<file path="src/rtl/cpu_defs.sv">
// Shared constants and payload type for the data SRAM arbiter.
package cpu_defs;

  localparam int unsigned ADDR_W = 32;
  localparam int unsigned DATA_W = 32;
  localparam int unsigned WEN_W  = 4;

  localparam logic PORT_CPU = 1'b0;
  localparam logic PORT_DMA = 1'b1;

  localparam logic [WEN_W-1:0] WEN_READ = 4'b0000;

  typedef enum logic {
    ARB_NORMAL = 1'b0,
    ARB_FORCE  = 1'b1
  } arb_state_e;

  // One SRAM access as presented by a requester
  typedef struct packed {
    logic [WEN_W-1:0]  wen;
    logic [ADDR_W-1:0] addr;
    logic [DATA_W-1:0] wdata;
  } sram_req_t;

endpackage

</file>
<file path="src/rtl/data_sram_arbiter.sv">
// Two-port arbiter for the data SRAM: CPU has priority, DMA is force-granted
// after STARVE_LIMIT consecutive lost cycles. Read data is steered back by tag.
module data_sram_arbiter
  import cpu_defs::*;
#(
  parameter int unsigned STARVE_LIMIT = 8,
  parameter int unsigned CNT_W        = 8
) (
  input  logic              clk,
  input  logic              resetn,
  input  logic              m0_req,
  input  logic [WEN_W-1:0]  m0_wen,
  input  logic [ADDR_W-1:0] m0_addr,
  input  logic [DATA_W-1:0] m0_wdata,
  output logic              m0_gnt,
  output logic              m0_rvalid,
  input  logic              m1_req,
  input  logic [WEN_W-1:0]  m1_wen,
  input  logic [ADDR_W-1:0] m1_addr,
  input  logic [DATA_W-1:0] m1_wdata,
  output logic              m1_gnt,
  output logic              m1_rvalid,
  output logic [DATA_W-1:0] rdata,
  output logic              data_sram_en,
  output logic [WEN_W-1:0]  data_sram_wen,
  output logic [ADDR_W-1:0] data_sram_addr,
  output logic [DATA_W-1:0] data_sram_wdata,
  input  logic [DATA_W-1:0] data_sram_rdata
);

  localparam logic [CNT_W-1:0] LIMIT_C = CNT_W'(STARVE_LIMIT);

  arb_state_e       state;
  logic [CNT_W-1:0] wait_cnt;
  logic [CNT_W-1:0] wait_nxt;
  logic             rd_tag_v;
  logic             rd_tag;
  sram_req_t        sel;

  // Same-cycle grant; priority flips to the DMA port while forcing
  always_comb begin
    m0_gnt = 1'b0;
    m1_gnt = 1'b0;
    if (resetn) begin
      if (state == ARB_FORCE) begin
        if (m1_req)      m1_gnt = 1'b1;
        else if (m0_req) m0_gnt = 1'b1;
      end else begin
        if (m0_req)      m0_gnt = 1'b1;
        else if (m1_req) m1_gnt = 1'b1;
      end
    end
  end

  // SRAM request mux; idle bus is all zeros
  always_comb begin
    sel = '0;
    if (m0_gnt)      sel = '{wen: m0_wen, addr: m0_addr, wdata: m0_wdata};
    else if (m1_gnt) sel = '{wen: m1_wen, addr: m1_addr, wdata: m1_wdata};
  end

  assign data_sram_en    = m0_gnt | m1_gnt;
  assign data_sram_wen   = sel.wen;
  assign data_sram_addr  = sel.addr;
  assign data_sram_wdata = sel.wdata;

  // Next starvation count: grows while DMA is denied, saturating at the limit
  always_comb begin
    wait_nxt = '0;
    if (m1_req && !m1_gnt) begin
      wait_nxt = (wait_cnt >= LIMIT_C) ? wait_cnt : wait_cnt + CNT_W'(1);
    end
  end

  // Starvation counter
  always_ff @(posedge clk or negedge resetn) begin
    if (!resetn) wait_cnt <= '0;
    else         wait_cnt <= wait_nxt;
  end

  // Arbitration mode: force for one DMA grant once the limit is reached
  always_ff @(posedge clk or negedge resetn) begin
    if (!resetn) begin
      state <= ARB_NORMAL;
    end else begin
      case (state)
        ARB_NORMAL: if (wait_nxt == LIMIT_C)  state <= ARB_FORCE;
        ARB_FORCE:  if (m1_gnt || !m1_req)    state <= ARB_NORMAL;
        default:                              state <= ARB_NORMAL;
      endcase
    end
  end

  // Read tag: remembers which port owns the data returning next cycle
  always_ff @(posedge clk or negedge resetn) begin
    if (!resetn) begin
      rd_tag_v <= 1'b0;
      rd_tag   <= PORT_CPU;
    end else begin
      rd_tag_v <= data_sram_en && (data_sram_wen == WEN_READ);
      rd_tag   <= m1_gnt ? PORT_DMA : PORT_CPU;
    end
  end

  assign m0_rvalid = rd_tag_v & ~rd_tag;
  assign m1_rvalid = rd_tag_v & rd_tag;
  assign rdata     = data_sram_rdata;

endmodule

</file>
<file path="config.mk">
export PLATFORM = sky130hd
export DESIGN_NAME = data_sram_arbiter
export DESIGN_NICKNAME = d
export VERILOG_FILES = /design/src/rtl/cpu_defs.sv /design/src/rtl/data_sram_arbiter.sv
export SDC_FILE = /design/constraint.sdc
export NUM_CORES = 1
export LEC_CHECK = 0
export ABC_AREA = 1
export BUFFER_PORTS_ARGS = -buffer_cell sky130_fd_sc_hd__buf_4
export CORE_AREA = 4 4 105 107
export CTS_BUF_LIST = sky130_fd_sc_hd__clkbuf_4 sky130_fd_sc_hd__clkbuf_8
export CTS_CLUSTER_DIAMETER = 100
export DETAILED_ROUTE_END_ITERATION = 8
export DIE_AREA = 0 0 109 111
export GPL_TIMING_DRIVEN = 1
export HOLD_SLACK_MARGIN = 0.03
export PLACE_DENSITY = 0.51
export SYNTH_ARGS = -nofsm -noshare
export SYNTH_HDL_FRONTEND = slang
export SYNTH_SLANG_ARGS = --single-unit
</file>
<file path="constraint.sdc">
create_clock -name clk -period 2.68 [get_ports clk]
set_input_delay 0.402 -clock clk [delete_from_list [all_inputs] [get_ports clk]]
set_output_delay 0.402 -clock clk [all_outputs]
set_load 0.01 [all_outputs]
</file>
Word-level counts from Yosys, hierarchy flattened
Cells that the tools add are included.

storage, ports and cells
  output and inout port bits = 105
  bits of input ports = 172
  word-level logic and storage cells = 34
  register bits after elaboration = 11

cells by class
  $lt $le $gt $ge = 1
  add/subtract/negate cells = 1
  muxes and demuxes = 16
  equal/unequal tests = 1
  bitwise operators = 5
  reduce and logical (&&, ||, !) cells = 6

operators by type and width
  kind                                                                                  count
  68-bit two-way mux                                                                    2
  8-bit two-way mux                                                                     2
  1-bit two-way mux                                                                     11
  8-bit by 1-bit adder with 8-bit output (second input constant)                        1
  8-bit by 4-bit equality test with 1-bit output (second input constant)                1
  8-bit by 4-bit greater-or-equal comparator with 1-bit output (second input constant)  1
  4-bit logical NOT                                                                     1
  1-bit bitwise AND                                                                     2
  1-bit logical AND                                                                     2
  1-bit logical NOT                                                                     2
  1-bit NOT                                                                             2
  1-bit case mux with 2 select lines                                                    1
  1-bit logical OR                                                                      1
  1-bit OR                                                                              1

Logic depth before layout (Yosys ltp)
Gate-level depths: netlist (run 1).

  depth in word-level cells = 10
  depth in mapped cells = 10
  gate-level depth less buffers = 10

Worst setup path before layout (run 1)
Ideal clock, no wire load.

  path kind = input -> output
  start = input m1_req
  end = output data_sram_addr[23]
  stages on the path = 5
  required time = 2.278 ns
  data arrival time = 1.180 ns
  buffers on the path = 1
  slack = 1.098 ns
  cell sequence = nand2_1 nand3_2 inv_2 clkbuf_1 a22o_1

between the ends
  elaborated cells between the ends (all ways) = 9
  those cells by class = mux: 9

RTL lines
  what                RTL line                 text
  start: declaration  data_sram_arbiter.sv:17  input logic m1_req,
  1-bit two-way mux   data_sram_arbiter.sv:46  if (m1_req) m1_gnt = 1'b1;
  1-bit two-way mux   data_sram_arbiter.sv:45  if (state == ARB_FORCE) begin
  1-bit two-way mux   data_sram_arbiter.sv:44  if (resetn) begin
  net m0_gnt          data_sram_arbiter.sv:15  output logic m0_gnt,
  68-bit two-way mux  data_sram_arbiter.sv:58  if (m0_gnt) sel = '{wen: m0_wen, addr: m0_addr, wdata: m0_wdata};
  end: declaration    data_sram_arbiter.sv:26  output logic [ADDR_W-1:0] data_sram_addr,

The timed path passes the listed nets, and every way through them passes these cells.

Worst setup path after layout (run 1)
  start = register state
  end = output data_sram_wen[1]

between the ends
  word-level cells in the longest chain between the ends = 4
  elaborated cells between the ends (all ways) = 6
  those cells by class = mux: 6

ends and longest elaborated chain
  what                      RTL line                 text
  start: declaration        data_sram_arbiter.sv:33  arb_state_e state;
  start signal: assignment  data_sram_arbiter.sv:84  state <= ARB_NORMAL;
  start signal: assignment  data_sram_arbiter.sv:87  ARB_NORMAL: if (wait_nxt == LIMIT_C) state <= ARB_FORCE;
  start signal: assignment  data_sram_arbiter.sv:88  ARB_FORCE: if (m1_gnt || !m1_req) state <= ARB_NORMAL;
  1-bit two-way mux         data_sram_arbiter.sv:45
  1-bit two-way mux         data_sram_arbiter.sv:44
  68-bit two-way mux        data_sram_arbiter.sv:59  else if (m1_gnt) sel = '{wen: m1_wen, addr: m1_addr, wdata: m1_wdata};
  68-bit two-way mux (*)    data_sram_arbiter.sv:58
  end: declaration          data_sram_arbiter.sv:25  output logic [WEN_W-1:0] data_sram_wen,

Mark *: on every way between the ends. The rest lies on a longest branch, timed or not.

==> flow_summary.ini, run 1 <==
[timing]
finalClockSkew_ns = 0.000834
drv_slew = 0
worst_pin_slew_ns = 0.495
fmax_mhz = 465
finalHoldViolations = 0
finalCriticalPeriod_ns = 2.15
slew_headroom_pct = 66.9
fin_tns_setup_ns = 0
fin_crit_sh_pct = 80.2
final-setup-viol-count = 0
rsz0062_at_grt = false

[power]
p_leak_nw = 1.75
powerDensity_nw_per_um2 = 250
ir_worst_vdd_v = 0.000139
total_power_w = 0.000774

[critical_path]
critical_path.top_delay_family = buffers and inverters
cp_num_buf_inv = 3
slowest_stage = dfrtp_1
critPathMaxStageDelay_ns = 0.39
path_class = reg2out
worst_ep_arrival_time_ns = 1.75
critPathRequiredTime_ns = 2.28
worstRegToRegCells = 6
path_max_fanout = 24
critPathLaunchType = flip-flop
cpMostUsedCell = buf_4
r2r_slack_ns = 1.11
cp.depth = 6
crit_chain = nand2_1 > nand3_2 > inv_2 > buf_4 > a22o_1 > buf_4
reg2reg_from = state
critPathLaunch = state
end_kind = primary output

[floorplan]
start_util_pct = 15.2
core_um2 = 10100
fp.dieH_um = 111
ios = 277
die_w_um = 109
rows = 37
die_area_um2 = 12100

[cts]
clkTransAtPathRegs_ns = 0.05
clk_path_buf_depth = 2
root_buffer = clkbuf_8
htreeDepth = 1
clkSinkCount = 11
post-cts-setup-buffers = 0
cts_resized = 0
cts_tree = yes
cts_buffers = 3
clock_latency_ns = 0.23

[outcome]
status = completed

[final_layout]
post-route-cell-area_um2 = 3100
antenna_cells = 0
drive_gt1_share_pct = 60.9
area_delta_synth_final_pct = 101
nets = 548

[logic_synthesis]
seq_area_frac_synth_pct = 17.9
postSynthCellCount = 198
synth_fp_nets = 372
synth.avg_cell_area_um2 = 7.77
yosysWarnings = 0
syn_area_um2 = 1540
ys_ff_latch = 11
synthDistinctLibCells = 20

[flow_run]
cap_viol_max_count = 0

[drt]
dr_total_vias = 2111
drt_iter0_markers = 116
drt_wl_total_mm = 8.02
antenna_left = 0
drc = 0
wl_per_cell_um = 15.8
dr.pass1.iters = 4
via_per_inst = 4.15

[hold_path]
hold_class = in2reg
hold_start = m1_req
worstHoldPathCells = 3

[global_routing]
grt_max_degree = 32
overflow = 0
grt_antenna_before_repair = 0
grt_pass1_wl_mm = 11.3
grt_pass1_vias = 2106
grtUsageTotal_pct = 11.9

[placed_design]
postPlaceCellArea_um2 = 3040
place.gp.congestion = 0.887
dp_hpwl_mm = 7.04
port_buffers = 212
routing by layer:
layer  part of all wire [%]  GRT usage [%]  vias to the layer above
met4                    1.2           2.53                        0
met5                      0              0                        -
li1                       -              -                     1030
met2                     49           20.6                      140
met3                     16           5.94                       12
met1                     34           12.9                      929
path summary, 6_finish.rpt:
check / endpoint
max reg2reg: rd_tag_v
min reg2reg: state
max: data_sram_wen[1]
min: wait_cnt[5]
max in group asynchronous: state
min in group asynchronous: wait_cnt[7]
layout by cell type, fill, tap and decap left out, types with 2 or more instances in the layout:
cell type,count
dfrtp_1,11
nand3_1,7
a22o_1,66
nand2_1,18
ha_1,2
clkbuf_8,3
inv_2,3
inv_1,23
buf_12,3
o22ai_1,2
buf_4,213
nor2_1,11
nand4_1,2
nand2_4,2
cell usage after synthesis (all sizes together):
cell     n  share of area [%]
nand3    8                2.9
nand4    2               0.81
nand3b   1               0.49
a41oi    1               0.57
nor2    11                2.7
clkbuf   2               0.49
nand2   20                5.9
ha       2                1.6
dfrtp   11                 18
o22ai    2               0.81
o21ai    1               0.32
inv     26                6.3
buf     44                 21
nor3     1               0.65
a22o    66                 38
per-stage QoR:
step	hold slack, ns	setup slack, ns	utilization (%)	cells
floorplan	0.106	1.10	-	198
global placement	0.250	0.606	30.0	504
detailed placement	0.254	0.556	30.0	504
CTS	0.473	0.478	30.5	509
global route	0.481	0.368	30.5	509
finish	0.479	0.529	30.5	509
logic make-up after synthesis:
family | Yosys count | share of synthesized area (%)
buffers and inverters | 72 | 27.8
AOI/OAI and AO/OA | 70 | 39.3
and+or+nand+nor | 43 | 13.4
DFF | 11 | 17.9
adders and majority gates | 2 | 1.63
flip-flops by register name (all words and copies together) (netlist names):
| register | flops |
|---|---|
| wait_cnt | 8 |
| rd_tag | 1 |
| rd_tag_v | 1 |
| state | 1 |
final cells by class:
type | instances | area (um2)
fill | 1081 | 7040
tap | 136 | 170
multi-input combinational | 115 | 836
timing repair buffer | 217 | 1670
sequential | 11 | 275
clock buffer | 4 | 48.8
inverter | 26 | 97.6
where the power goes:
group	internal [W]	switching [W]
Clock	0.000114	0.0000532
Combinational	0.000266	0.000165
Sequential	0.000172	0.00000429
Total	0.000552	0.000222
worst reg2reg max path: stages (launching register included):
cell	delay, ns
dfrtp_1	0.39
nand2_1	0.09
nand3_2	0.10
inv_2	0.27
buf_4	0.33
a22o_1	0.22
nor3_2	0.07
timing repair:
item	4_1_cts	5_1_grt
endpoints found under the hold margin	11	0
hold buffers	1	0
endpoints found under the setup margin	0	0
No activity file was read; power rests on OpenSTA's default activity.
==> run 2, diff against run 1 <==
--- a/config.mk
+++ b/config.mk
@@ -7,14 +7,14 @@
 export LEC_CHECK = 0
 export ABC_AREA = 1
 export BUFFER_PORTS_ARGS = -buffer_cell sky130_fd_sc_hd__buf_4
-export CORE_AREA = 4 4 105 107
+export CORE_AREA = 4 4 104 106
 export CTS_BUF_LIST = sky130_fd_sc_hd__clkbuf_4 sky130_fd_sc_hd__clkbuf_8
 export CTS_CLUSTER_DIAMETER = 100
 export DETAILED_ROUTE_END_ITERATION = 8
-export DIE_AREA = 0 0 109 111
+export DIE_AREA = 0 0 108 110
 export GPL_TIMING_DRIVEN = 1
 export HOLD_SLACK_MARGIN = 0.03
-export PLACE_DENSITY = 0.51
+export PLACE_DENSITY = 0.52
 export SYNTH_ARGS = -nofsm -noshare
 export SYNTH_HDL_FRONTEND = slang
 export SYNTH_SLANG_ARGS = --single-unit
==> constraint.sdc (replaced) <==
create_clock -name clk -period 2.1 [get_ports clk]
set_input_delay 0.315 -clock clk [delete_from_list [all_inputs] [get_ports clk]]
set_output_delay 0.315 -clock clk [all_outputs]
set_load 0.01 [all_outputs]
==> run 2 against run 1 <==
Against the previous run:
- first-iteration DRC count is 6.0% lower
- non-clock buffer count stayed put
- utilization is 1.1 points higher
- setup slack worse by 0.31 ns
- via count is 1.1% higher
- largest power group unchanged
- die area is 1.8% lower
- power is 28% higher
- clock skew is 0.0013 ns higher
- clock power is 31% higher
- worst hold slack worse by 0.10 ns
==> flow_summary.ini, run 2 (synthesis gave the netlist of run 1 again) <==
[cts]
clkTransAtPathRegs_ns = 0.05
clkSinkCount = 11
clock_latency_ns = 0.23
root_buffer = clkbuf_8
cts_tree = yes
htreeDepth = 1
cts_buffers = 3
cts_resized = 0
clk_path_buf_depth = 2

[critical_path]
end_kind = primary output
r2r_slack_ns = 0.65
worst_ep_arrival_time_ns = 1.57
path_max_fanout = 30
critPathLaunchType = flip-flop
critPathRequiredTime_ns = 1.78
path_class = reg2out

[floorplan]
start_util_pct = 15.7
rows = 36
fp.dieH_um = 110
core_um2 = 9770
die_w_um = 108
ios = 277
die_area_um2 = 11900

[global_routing]
grt_max_degree = 38
grtUsageTotal_pct = 11.8
overflow = 0
grt_antenna_before_repair = 0
grt_pass1_vias = 2115
grt_pass1_wl_mm = 10.9

[drt]
dr.pass1.iters = 4
antenna_left = 0
dr_total_vias = 2135
wl_per_cell_um = 16.2
drt_wl_total_mm = 8.20
drt_iter0_markers = 109
via_per_inst = 4.21
drc = 0

[final_layout]
utilization_pct = 31.7
regMostFlops = wait_cnt
nets = 548
layout_commonest_cell = buf_4
multiInputGateArea_um2 = 836
area_delta_synth_final_pct = 101
drive_gt1_share_pct = 60.9
fillCellCount = 1011
mostFrequentLayoutCells = buf_4, a22o_1, inv_1
largest_reg_flops = 8
regArea_um2 = 275

[timing]
finalHoldViolations = 0
fin_tns_setup_ns = 0
fin_crit_sh_pct = 89.7
finalClockSkew_ns = 0.00212
fmax_mhz = 531
drv_slew = 0
finalCriticalPeriod_ns = 1.88
worst_pin_slew_ns = 0.477
rsz0062_at_grt = false
final-setup-viol-count = 0
slew_headroom_pct = 68.1

[hold_path]
hold_class = in2reg

[power]
ir_worst_vdd_v = 0.000158
p_leak_nw = 1.75
powerDensity_nw_per_um2 = 321

[flow_run]
cap_viol_max_count = 0

[placed_design]
port_buffers = 212
dp_hpwl_mm = 7.08
place.gp.congestion = 0.706

[outcome]
status = completed
==> run 2: cell count changes in the layout (fill, tap and decap cells not counted) <==
| cell | delta |
|---|---|
| diode_2 | +1 |
==> run 2: critical path: stages, from the launching register on <==
cell and delay, ns:
dfrtp_1 0.40, nand2_1 0.09, nand3_2 0.10, inv_2 0.10, buf_4 0.31, a22o_1 0.20, buf_4 0.12
==> run 2: per-layer routing <==
layer	up-vias	part of all wire (%)	track usage (%)
li1	1030	-	-
met1	941	35	13.2
met2	150	50	20.4
met5	-	0	0
met4	0	1.2	3.88
met3	14	14	5.07
==> run 2: final timing paths <==
kind | from | to | cells after the start
setup / recovery | state | data_sram_wdata[31] | 6
hold / removal | m1_req | wait_cnt[6] | 3
setup reg to reg | state | rd_tag_v | 7
hold reg to reg | wait_cnt[5] | wait_cnt[5] | 2
max in group asynchronous | resetn | wait_cnt[5] | 2
min in group asynchronous | resetn | wait_cnt[1] | 2
==> run 2: metrics by stage <==
step | setup WS [ns] | hold slack, ns | power, W | cell area (um2) | std cells
after CTS | 0.221 | 0.377 | 0.00101 | 3090 | 506
after global placement | 0.399 | 0.165 | 0.000778 | 3030 | 501
final | 0.215 | 0.377 | 0.000994 | 3100 | 507
after detailed placement | 0.363 | 0.169 | 0.000782 | 3030 | 501
after floorplan | 0.617 | 0.0194 | 0.000482 | 1540 | 198
after global routing | 0.0654 | 0.396 | 0.00106 | 3090 | 506
==> run 2: repair_timing <==
action / 4_1_cts / 5_1_grt
endpoints found under the hold margin: 11 / 0
buffers inserted: 0 / 0
hold buffers: 1 / 0
==> run 2: cell type report <==
class | count | area share, %
timing repair buffer | 217 | 53.9
antenna | 1 | 0.0808
sequential | 11 | 8.89
clock buffer | 4 | 1.58
tap | 133 | 5.38
multi-input combinational | 115 | 27.0
inverter | 26 | 3.15
==> run 2: report_power, final <==
group | internal, W | total (W) | switching (W)
Clock | 0.000146 | 0.000219 | 0.0000736
Sequential | 0.000220 | 0.000225 | 0.00000589
Combinational | 0.000340 | 0.000549 | 0.000209
==> run 3, diff against run 2 <==
--- a/config.mk
+++ b/config.mk
@@ -5,7 +5,6 @@
 export SDC_FILE = /design/constraint.sdc
 export NUM_CORES = 1
 export LEC_CHECK = 0
-export ABC_AREA = 1
 export BUFFER_PORTS_ARGS = -buffer_cell sky130_fd_sc_hd__buf_4
 export CORE_AREA = 4 4 104 106
 export CTS_BUF_LIST = sky130_fd_sc_hd__clkbuf_4 sky130_fd_sc_hd__clkbuf_8
==> run 3 against run 2 <==
Against the previous run:
- wire length fell by 2.0%
- non-clock buffer count unchanged
- power about the same
- cell area is 1.9% lower
- fmax fell by 7.6%
- utilization down 0.60 points
- largest power group unchanged
- cell count decreased by 5.3%
- setup slack worse by 0.15 ns
- combinational power barely moved
- first-iteration DRC count up 1.8%
- critical path type unchanged
==> flow_summary.ini, run 3 <==
[final_layout]
utilization_pct = 31.1
layout_commonest_cell = buf_4
largest_reg_flops = 8
antenna_cells = 0
drive_gt1_share_pct = 65.1
area_delta_synth_final_pct = 97.6
finalNonFillerCells = 480
fillCellCount = 1019
mostFrequentLayoutCells = buf_4, a22o_1, dfrtp_1
regMostFlops = wait_cnt
nets = 522

[timing]
finalClockSkew_ns = 0.00378
drv_slew = 0
final-setup-viol-count = 0
finalCriticalPeriod_ns = 2.04
finalHoldViolations = 0
slew_headroom_pct = 66.4
fmax_mhz = 490
rsz0062_at_grt = false
fin_tns_setup_ns = 0
fin_crit_sh_pct = 97.1
worst_pin_slew_ns = 0.499

[placed_design]
dp_hpwl_mm = 6.73
port_buffers = 212
place.gp.congestion = 0.726
dp.cells = 475

[floorplan]
core_um2 = 9770
rows = 36
start_util_pct = 15.7
die_area_um2 = 11900
ios = 277
die_w_um = 108
fp.dieH_um = 110

[critical_path]
path_max_fanout = 50
end_kind = primary output
critPathLaunch = state
reg2reg_from = wait_cnt[0]
slowest_stage = dfrtp_1
critPathMaxStageDelay_ns = 0.41
cp_num_buf_inv = 2
critPathLaunchType = flip-flop
worst_ep_arrival_time_ns = 1.72
path_class = reg2out
critPathRequiredTime_ns = 1.78
critical_path.top_delay_family = simple AND/OR/NAND/NOR gates
crit_chain = nand2b_1 > and3_2 > buf_12 > or2_2 > buf_4

[power]
powerDensity_nw_per_um2 = 328
p_leak_nw = 1.63
ir_worst_vdd_v = 0.000109

[global_routing]
grt-busiest-layer = met2
use_met1_pct = 13.7
met3_usage_pct = 3.26
grt_max_degree = 51
grt_pass1_vias = 2047
grt_pass1_wl_mm = 10.6
overflow = 0
gr-usage-met2_pct = 19.3
grt_antenna_before_repair = 0
grtUsageTotal_pct = 11.3

[logic_synthesis]
synth_fp_nets = 350
syn_area_um2 = 1540
synthTopCellsByCount = a22o_1, buf_4, buf_2, dfrtp_1
synthArstFlopShare_pct = 100
synthTopCellsByArea = a22o_1, dfrtp_1, buf_4
yosysWarnings = 0
synthDistinctLibCells = 32
postSynthCellCount = 176
synth_flop_cell = dfrtp_1
synth_enable_flop_cells = 0
seq_area_frac_synth_pct = 17.9
ys_ff_latch = 11
synth.avg_cell_area_um2 = 8.73
yosysMostFrequentCell = a22o_1
synth_top_area_cell = a22o_1
synth_top_area_share_pct = 37.6

[hold_path]
hold_class = in2reg
hold_start = resetn

[cts]
post-cts-setup-buffers = 0
cts_tree = yes
htreeDepth = 1
cts_buffers = 3
clkSinkCount = 11
clock_latency_ns = 0.25
cts_resized = 0
clk_path_buf_depth = 2
root_buffer = clkbuf_8
clkTransAtPathRegs_ns = 0.05

[drt]
wl_per_cell_um = 16.7
dr.pass1.iters = 7
drt_wl_total_mm = 8.04
via_per_inst = 4.33
drc = 0
antenna_left = 0
dr_total_vias = 2079
drt_iter0_markers = 111

[flow_run]
cap_viol_max_count = 0

[outcome]
status = completed
==> run 3: cell count changes after synthesis, sizes merged, moves of 5 or more <==
cell   before  now
nand2      20    6
nor2       11    6
inv        26    3
and3        0    7
nand3       8    1
buf        44   50
==> run 3: logic make-up (layout without fill, tap and decap cells) <==
logic type	Yosys count	after routing	synth area share, %
buffers and inverters	53	224	24.8
adder cells (fa/ha/maj)	2	2	1.63
flip-flops	11	11	17.9
multiplexers	1	1	0.651
AND/OR/NAND/NOR	32	32	12.7
AO/OA/AOI/OAI	75	75	41.1
XOR/XNOR	2	2	1.14
==> run 3: repair_timing <==
item	CTS	global route
hold buffers	1	0
hold endpoints to repair	11	0
endpoints found under the setup margin	0	0
==> run 3: layout make-up <==
class	count	area, um2	area share (%)
repair buffers	217	1660	54.6
multi-input cells	112	881	29.0
clock buffers	3	41.3	1.36
clock inverters	1	5.00	0.165
flip-flops and latches	11	275	9.06
well taps	133	166	5.48
inverters	3	11.3	0.371
==> run 3: path summary, 6_finish.rpt <==
kind	endpoint	slack, ns	cells past startpoint
setup / recovery	data_sram_en	0.06	5
hold / removal	state	0.36	2
setup reg to reg	state	0.61	5
hold reg to reg	wait_cnt[7]	0.54	1
max in group asynchronous	wait_cnt[7]	1.11	2
min in group asynchronous	rd_tag_v	0.65	2
==> run 3: power by group <==
part | leakage, nW | switching [W] | internal [W]
registers | 0.151 | 0.00000563 | 0.000218
logic | 1.46 | 0.000207 | 0.000342
clock network | 0.0255 | 0.0000908 | 0.000131
==> run 3: stage by stage <==
| stage | setup WS, ns | instance area (um2) | total power [W] | hold slack [ns] |
|---|---|---|---|---|
| 2_1_floorplan | 0.468 | 1540 | 0.000486 | 0.0194 |
| 3_3_place_gp | 0.349 | 2980 | 0.000778 | 0.189 |
| 3_5_place_dp | 0.320 | 2980 | 0.000780 | 0.190 |
| 4_1_cts | 0.0529 | 3040 | 0.00101 | 0.365 |
| 5_1_grt | 0.00613 | 3040 | 0.00105 | 0.375 |
| 6_report | 0.0609 | 3040 | 0.000995 | 0.360 |
==> run 3: routing by layer <==
metal | part of all wire [%] | vias to the layer above | wire length (um)
li1 | - | 991 | -
met1 | 37 | 926 | 2990
met2 | 50 | 153 | 3990
met3 | 12 | 9 | 940
met4 | 1.5 | 0 | 121
met5 | 0 | - | 0
